$ cat config.mk
export PLATFORM = sky130hd
export DESIGN_NAME = plt_array_flat
export DESIGN_NICKNAME = d
export VERILOG_FILES = /design/src/rtl/plt_array_if.sv /design/src/rtl/plt_array.sv /design/src/flat_wrapper.sv
export SDC_FILE = /design/constraint.sdc
export NUM_CORES = 1
export LEC_CHECK = 0
export ABC_CLOCK_PERIOD_IN_PS = 8100
export BUFFER_PORTS_ARGS = -buffer_cell sky130_fd_sc_hd__buf_2
export CORE_AREA = 2 2 126 79
export CTS_BUF_LIST = sky130_fd_sc_hd__clkbuf_4 sky130_fd_sc_hd__clkbuf_8
export CTS_CLUSTER_SIZE = 16
export DETAILED_ROUTE_END_ITERATION = 8
export DIE_AREA = 0 0 128 81
export PLACE_DENSITY = 0.95
export SYNTH_ARGS = -nofsm -noshare
export SYNTH_HDL_FRONTEND = slang
export SYNTH_SLANG_ARGS = --single-unit
$ cat constraint.sdc
create_clock -name clk -period 8.1 [get_ports clk]
set_input_delay 0.405 -clock clk [delete_from_list [all_inputs] [get_ports clk]]
set_output_delay 0.405 -clock clk [all_outputs]
set_load 0.02 [all_outputs]
$ cat src/rtl/plt_array_if.sv
`default_nettype none
// ============================================================================
// Module   : plt_array_if
// Brief    : Bus bundle for the PLT array. It carries the mode, data, config
//            and scan signals and the result signals.
// Revision : 1.0 - initial release
// ============================================================================
interface plt_array_if #(
  parameter int N = 8,
  parameter int M = 2
);
  localparam int CFG_W = 4 * (N - 1) * M;

  logic [1:0]       mode;
  logic [N-1:0]     data_in;
  logic             in_valid;
  logic             config_in;
  logic             config_en;
  logic [CFG_W-1:0] scan_in;
  logic             scan_enable;
  logic [M-1:0]     out;
  logic             out_valid;
  logic [CFG_W-1:0] scan_out;
  logic             config_done;

  // Driver side (test environment / fabric controller)
  modport master (
    output mode, data_in, in_valid, config_in, config_en, scan_in, scan_enable,
    input  out, out_valid, scan_out, config_done
  );

  // PLT array side
  modport slave (
    input  mode, data_in, in_valid, config_in, config_en, scan_in, scan_enable,
    output out, out_valid, scan_out, config_done
  );
endinterface
`default_nettype wire

$ cat src/rtl/plt_array.sv
`default_nettype none
// ============================================================================
// Module   : plt_array
// Brief    : M independent binary trees of 2-input LUT nodes. All trees share
//            one N-bit input. The config memory loads serially or through the
//            scan port, and it reads back in TEST mode. USAGE mode evaluates
//            valid-qualified inputs into registered outputs.
//            Optional macro PLT_PIPE_EN adds a register after every tree level.
// Revision : 1.0 - initial release
// ============================================================================
module plt_array #(
  parameter int N = 8,
  parameter int M = 2
) (
  input  logic       clk,
  input  logic       clear,
  plt_array_if.slave bus
);
  localparam int CFG_W  = 4 * (N - 1) * M;
  localparam int LEVELS = $clog2(N);
  localparam int TREE_W = 4 * (N - 1);
  localparam int CNT_W  = $clog2(CFG_W + 1);
`ifdef PLT_PIPE_EN
  localparam int STAGES = LEVELS;
`else
  localparam int STAGES = 1;
`endif

  typedef enum logic [1:0] {
    MODE_CONFIG = 2'b00,
    MODE_USAGE  = 2'b01,
    MODE_TEST   = 2'b10,
    MODE_IDLE   = 2'b11
  } mode_t;

  mode_t              mode;
  mode_t              prev_mode;
  logic [CFG_W-1:0]   cfg;
  logic [CNT_W-1:0]   bit_cnt;
  logic               config_done;
  logic [CFG_W-1:0]   scan_out;
  logic [M-1:0]       out_q;
  logic [STAGES-1:0]  vld;
  logic               usage;
  logic               accept;
`ifdef PLT_PIPE_EN
  logic [M*(N-1)-1:0] node_val;
  logic [M*(N-1)-1:0] node_reg;
  logic [LEVELS-1:0]  stage_en;
`else
  logic [M-1:0]       root_val;
`endif

  assign mode   = mode_t'(bus.mode);
  assign usage  = (mode == MODE_USAGE);
  assign accept = usage && config_done && bus.in_valid;

  // Config memory and load tracking. The cycle that enters CONFIG from
  // another mode restarts the bit count and does nothing else.
  always_ff @(posedge clk or posedge clear) begin
    if (clear) begin
      prev_mode   <= MODE_CONFIG;
      cfg         <= '0;
      bit_cnt     <= '0;
      config_done <= 1'b0;
    end else begin
      prev_mode <= mode;
      if (mode == MODE_CONFIG) begin
        if (prev_mode != MODE_CONFIG) begin
          bit_cnt     <= '0;
          config_done <= 1'b0;
        end else if (bus.scan_enable) begin
          cfg         <= bus.scan_in;
          bit_cnt     <= CNT_W'(CFG_W);
          config_done <= 1'b1;
        end else if (bus.config_en) begin
          cfg <= {bus.config_in, cfg[CFG_W-1:1]};
          if (bit_cnt != CNT_W'(CFG_W)) begin
            bit_cnt <= bit_cnt + 1'b1;
          end
          config_done <= (bit_cnt >= CNT_W'(CFG_W - 1));
        end
      end
    end
  end

  // Readback port. Its value is non-zero only in TEST mode with scan_enable high.
  always_ff @(posedge clk or posedge clear) begin
    if (clear) begin
      scan_out <= '0;
    end else begin
      scan_out <= (mode == MODE_TEST && bus.scan_enable) ? cfg : '0;
    end
  end

  // Valid chain. Any mode other than USAGE flushes every in-flight stage.
  always_ff @(posedge clk or posedge clear) begin
    if (clear) begin
      vld <= '0;
    end else begin
      vld[0] <= accept;
      for (int s = 1; s < STAGES; s++) begin
        vld[s] <= usage && vld[s-1];
      end
    end
  end

  // LUT tree network. Level l starts at node index N - (N >> l).
  genvar t, l, j;
  generate
    for (t = 0; t < M; t++) begin : g_tree
      for (l = 0; l < LEVELS; l++) begin : g_lvl
        localparam int BASE = N - (N >> l);
        for (j = 0; j < (N >> (l + 1)); j++) begin : g_node
          logic       a;
          logic       b;
          logic       y;
          logic [3:0] lut;
          assign lut = cfg[t*TREE_W + 4*(BASE + j) +: 4];
          if (l == 0) begin : g_leaf
            assign a = bus.data_in[2*j];
            assign b = bus.data_in[2*j + 1];
          end else begin : g_inner
`ifdef PLT_PIPE_EN
            localparam int PREV = N - (N >> (l - 1));
            assign a = node_reg[t*(N-1) + PREV + 2*j];
            assign b = node_reg[t*(N-1) + PREV + 2*j + 1];
`else
            assign a = g_lvl[l-1].g_node[2*j].y;
            assign b = g_lvl[l-1].g_node[2*j + 1].y;
`endif
          end
          assign y = lut[{b, a}];
`ifdef PLT_PIPE_EN
          assign node_val[t*(N-1) + BASE + j] = y;
`endif
        end
      end
`ifdef PLT_PIPE_EN
      assign out_q[t] = node_reg[t*(N-1) + N - 2];
`else
      assign root_val[t] = g_lvl[LEVELS-1].g_node[0].y;
`endif
    end
  endgenerate

`ifdef PLT_PIPE_EN
  function automatic int level_of(input int n);
    int lvl;
    lvl = 0;
    for (int k = 0; k < LEVELS; k++) begin
      if (n >= N - (N >> k)) lvl = k;
    end
    return lvl;
  endfunction

  assign stage_en[0] = accept;
  generate
    for (l = 1; l < LEVELS; l++) begin : g_stage_en
      assign stage_en[l] = usage && vld[l-1];
    end
  endgenerate

  // Per-level pipeline registers. A level loads only when a valid token
  // enters it, so the root register holds the last delivered result.
  always_ff @(posedge clk or posedge clear) begin
    if (clear) begin
      node_reg <= '0;
    end else begin
      for (int tt = 0; tt < M; tt++) begin
        for (int n = 0; n < N - 1; n++) begin
          if (stage_en[level_of(n)]) begin
            node_reg[tt*(N-1) + n] <= node_val[tt*(N-1) + n];
          end
        end
      end
    end
  end
`else
  // Single result register. It holds its value when no input is accepted.
  always_ff @(posedge clk or posedge clear) begin
    if (clear) begin
      out_q <= '0;
    end else if (accept) begin
      out_q <= root_val;
    end
  end
`endif

  assign bus.out         = out_q;
  assign bus.out_valid   = vld[STAGES-1];
  assign bus.scan_out    = scan_out;
  assign bus.config_done = config_done;

endmodule
`default_nettype wire

$ cat src/flat_wrapper.sv
// flat-port wrapper written by rule: the top's interface ports become plain ports
module plt_array_flat 
#(
  parameter int N = 8,
  parameter int M = 2
)
  (clk, clear, bus_mode, bus_data_in, bus_in_valid, bus_config_in, bus_config_en, bus_scan_in, bus_scan_enable, bus_out, bus_out_valid, bus_scan_out, bus_config_done);
  plt_array_if #(.N(N), .M(M)) bus_i ();
  input  logic clk;
  input  logic clear;
  input wire logic [$bits(bus_i.mode)-1:0] bus_mode;
  input wire logic [$bits(bus_i.data_in)-1:0] bus_data_in;
  input wire logic [$bits(bus_i.in_valid)-1:0] bus_in_valid;
  input wire logic [$bits(bus_i.config_in)-1:0] bus_config_in;
  input wire logic [$bits(bus_i.config_en)-1:0] bus_config_en;
  input wire logic [$bits(bus_i.scan_in)-1:0] bus_scan_in;
  input wire logic [$bits(bus_i.scan_enable)-1:0] bus_scan_enable;
  output wire logic [$bits(bus_i.out)-1:0] bus_out;
  output wire logic [$bits(bus_i.out_valid)-1:0] bus_out_valid;
  output wire logic [$bits(bus_i.scan_out)-1:0] bus_scan_out;
  output wire logic [$bits(bus_i.config_done)-1:0] bus_config_done;
  assign bus_i.mode = bus_mode;
  assign bus_i.data_in = bus_data_in;
  assign bus_i.in_valid = bus_in_valid;
  assign bus_i.config_in = bus_config_in;
  assign bus_i.config_en = bus_config_en;
  assign bus_i.scan_in = bus_scan_in;
  assign bus_i.scan_enable = bus_scan_enable;
  assign bus_out = bus_i.out;
  assign bus_out_valid = bus_i.out_valid;
  assign bus_scan_out = bus_i.scan_out;
  assign bus_config_done = bus_i.config_done;
  plt_array #(.N(N), .M(M)) u_core (.clk(clk), .clear(clear), .bus(bus_i));
endmodule
==> results.md <==
* Synth cell count leaders: dfrtp_1 (124), mux2i_1 (68), nor2_1 (63), a21oi_1 (60), and2_1 (56)
* Worst Tran Pin Value at 1034 ps
* RePlAce Congestion at 0.8836
* Tot GR Track Use at 25.20%
* Final min period at 2417 ps
* Critical path startpoint: u_core.prev_mode[1]$_DFF_PP0_
* Ys Warns at 0
* Hold-fix buffers at CTS at 0
* Slew Viols, Final at 0
* Initial core utilization at 56.81%
* Mapped Area at 0.005334 mm2
* Post-DP HPWL at 8564 um
* Distinct cells, synth at 28
* Dominant cell type by area after synthesis: dfrtp_1
* Chip Height at 81 um
* Tot Pwr at 1.697 mW
* Worst path cell trace: nor4b_4 > buf_4 > nor2b_1 > o21ai_0 > o21ai_0
* Area contributors post-synth: dfrtp_1 (58%), mux2i_1 (13%), and2_1 (6.6%)
* DRC at 0
* CTS tree: built
* Cells after DPL at 690
* Final hold violation count at 0
* CTS clk-pin slew, worst paths at 70 ps
* Maximum clock rate at 413.8 MHz
* Crit end category: flop
* Top FF cell, synth: dfrtp_1
* Top-count cell post-synth: dfrtp_1
* Largest stage delay, worst path at 830 ps
* Finished Layout Cells at 721
* Die width at 128 um
* Crit path max fanout at 114
* Async S/R FF share, synth at 100.0%
* Pleak at 3.367 nW
* WS Path Type: reg -> reg
* Endpoints failing setup at 0
* Cells after synthesis at 460
* First-pass GRT wire length at 19270 um
* Maximum vdd drop at 0.1205 mV
* Pre-antenna DRT Iters at 4
* ANT cells at 0
* Layout net count at 663
* Top cell type's share of synthesized area at 58.17%
* CTS Buffer Depth at 2
* Clock Sinks at 124
* Number of global-route vias before repair at 3762
* CP startpoint kind: flop
* TNS Setup at 0 ps
* Share of layout cells above drive strength 1 at 30.45%
* Post-cts resize count at 0
* CP Buf/Inv Count at 1
* Setup bufs post-CTS at 0
* Syn Area/Cell at 11.60 um2
* CP required at 8450 ps
* DIE AREA at 0.01037 mm2
* Arrival time at the worst endpoint at 2770 ps
* Via count at 3963
* H-Tree Depth at 4
* RSZ-0062 raised after global routing: no
* Core area at 0.009389 mm2
* Area growth syn-to-layout at 21.63%
* Root Buffer: clkbuf_8
* Most frequent CP cell: o21ai_0
* Crit-path leading delay family: buffers and inverters
* Via density at 5.497
* IO Count at 132
* Status: complete, no violations
* Largest net degree at the start of global routing at 115
* Worst slew margin at 31.08%
* Pre-CTS setup slack at 5313 ps
* Worst-skew pair later-pin latency at 430 ps
* Post-Syn Nets at 534
* Number of buffers added on ports at 131
* Post-route setup slack at 5683 ps
* FF-to-FF Start: u_core.prev_mode[1]$_DFF_PP0_
* Clk_skew at 9.052 ps
* Std cell rows at 28
* Power density cells at 261.6 mW/mm2
* Hold Slack at 101.5 ps
* Worst Hold Class: in -> async
* Routed WL at 12550 um
* Period utilization at 29.83%
* Total CTS buffers at 17
* Antenna Nets Post-Route at 0
* Initial antenna violation count at 0
* 1st-iter DRT viols at 258
* Max Cap Violations at 0
* Register area share after synthesis at 58.17%
* Wire per inst at 17.41 um
* Critical path's slowest cell: buf_4
* #FFs+latches synth at 124
* Post-synth EDFFs at 0
* GR Overflow Total at 0
* Filler Cell Count at 680
-- power by group --
group	internal, mW	switching, mW
Sequential	0.716	0.0945
Combinational	0.151	0.179
Clock	0.322	0.235
Total	1.19	0.508
-- worst paths after layout --
path	end	slack (ps)	depth (start not counted)
worst min-delay path	u_core.bus.scan_out[43]$_DFF_PP0_	100	2
worst max-delay path	u_core.bit_cnt[5]$_DFFE_PP0P_	5680	5
worst max register to register	u_core.bit_cnt[5]$_DFFE_PP0P_	5680	5
max in group asynchronous	u_core.bit_cnt[2]$_DFFE_PP0P_	6740	3
worst min register to register	u_core.bus.config_done$_DFFE_PP0P_	510	2
min in group clk	u_core.prev_mode[1]$_DFF_PP0_	110	1
-- per-stage QoR --
stage / util, % / area, um2
after floorplan: - / 5334
after global placement: 64.74 / 6078
after detailed placement: 64.74 / 6078
after CTS: 69.10 / 6487
after global routing: 69.10 / 6487
final: 69.10 / 6487
-- cells by family (layout without fill, tap and decap cells) --
group / Yosys count / in the layout / synth area share [%]
AO/OA/AOI/OAI: 76 / 76 / 7.788
multiplexers: 80 / 80 / 17.08
buffers and inverters: 32 / 173 / 2.463
AND/OR/NAND/NOR: 146 / 146 / 14.03
adder cells (fa/ha/maj): 2 / 2 / 0.4691
flip-flops: 124 / 124 / 58.18
-- registers in the layout (all words and copies together) (netlist names) --
| signal | flops |
|---|---|
| u_core.bus.out | 2 |
| u_core.bit_cnt | 6 |
| u_core.prev_mode | 2 |
| u_core.bus.scan_out | 56 |
| u_core.bus.config_done | 1 |
| u_core.bus.out_valid | 1 |
| u_core.cfg | 56 |
-- metal layers --
layer  up-vias  part of all wire (%)  global-route usage [%]
li1       1840                     -                       -
met1      1922                    44                   33.88
met2       179                    46                   39.09
met3        22                   7.7                   8.498
met4         0                   2.0                   8.571
met5         -                     0                       0
-- placed cells by master, fill, tap and decap left out, drive strengths merged, types with 7 or more instances in the layout --
cell,count
buf,135
dfrtp,124
nor2,63
inv,7
mux2i,70
clkbuf,24
and2,56
mux4,8
o21ai,11
nand2,8
a21oi,60
-- cell type report --
cell class	instances	area, um2	share of cell area [%]
Clock buffer	24	324.1	4.995
Clock inverter	7	85.08	1.311
Inverter	7	28.78	0.4436
Multi-Input combinational cell	304	2108	32.50
Sequential cell	124	3103	47.83
Tap cell	120	150.1	2.314
Timing Repair Buffer	135	688.2	10.61
(Power assumes the default switching activity.)
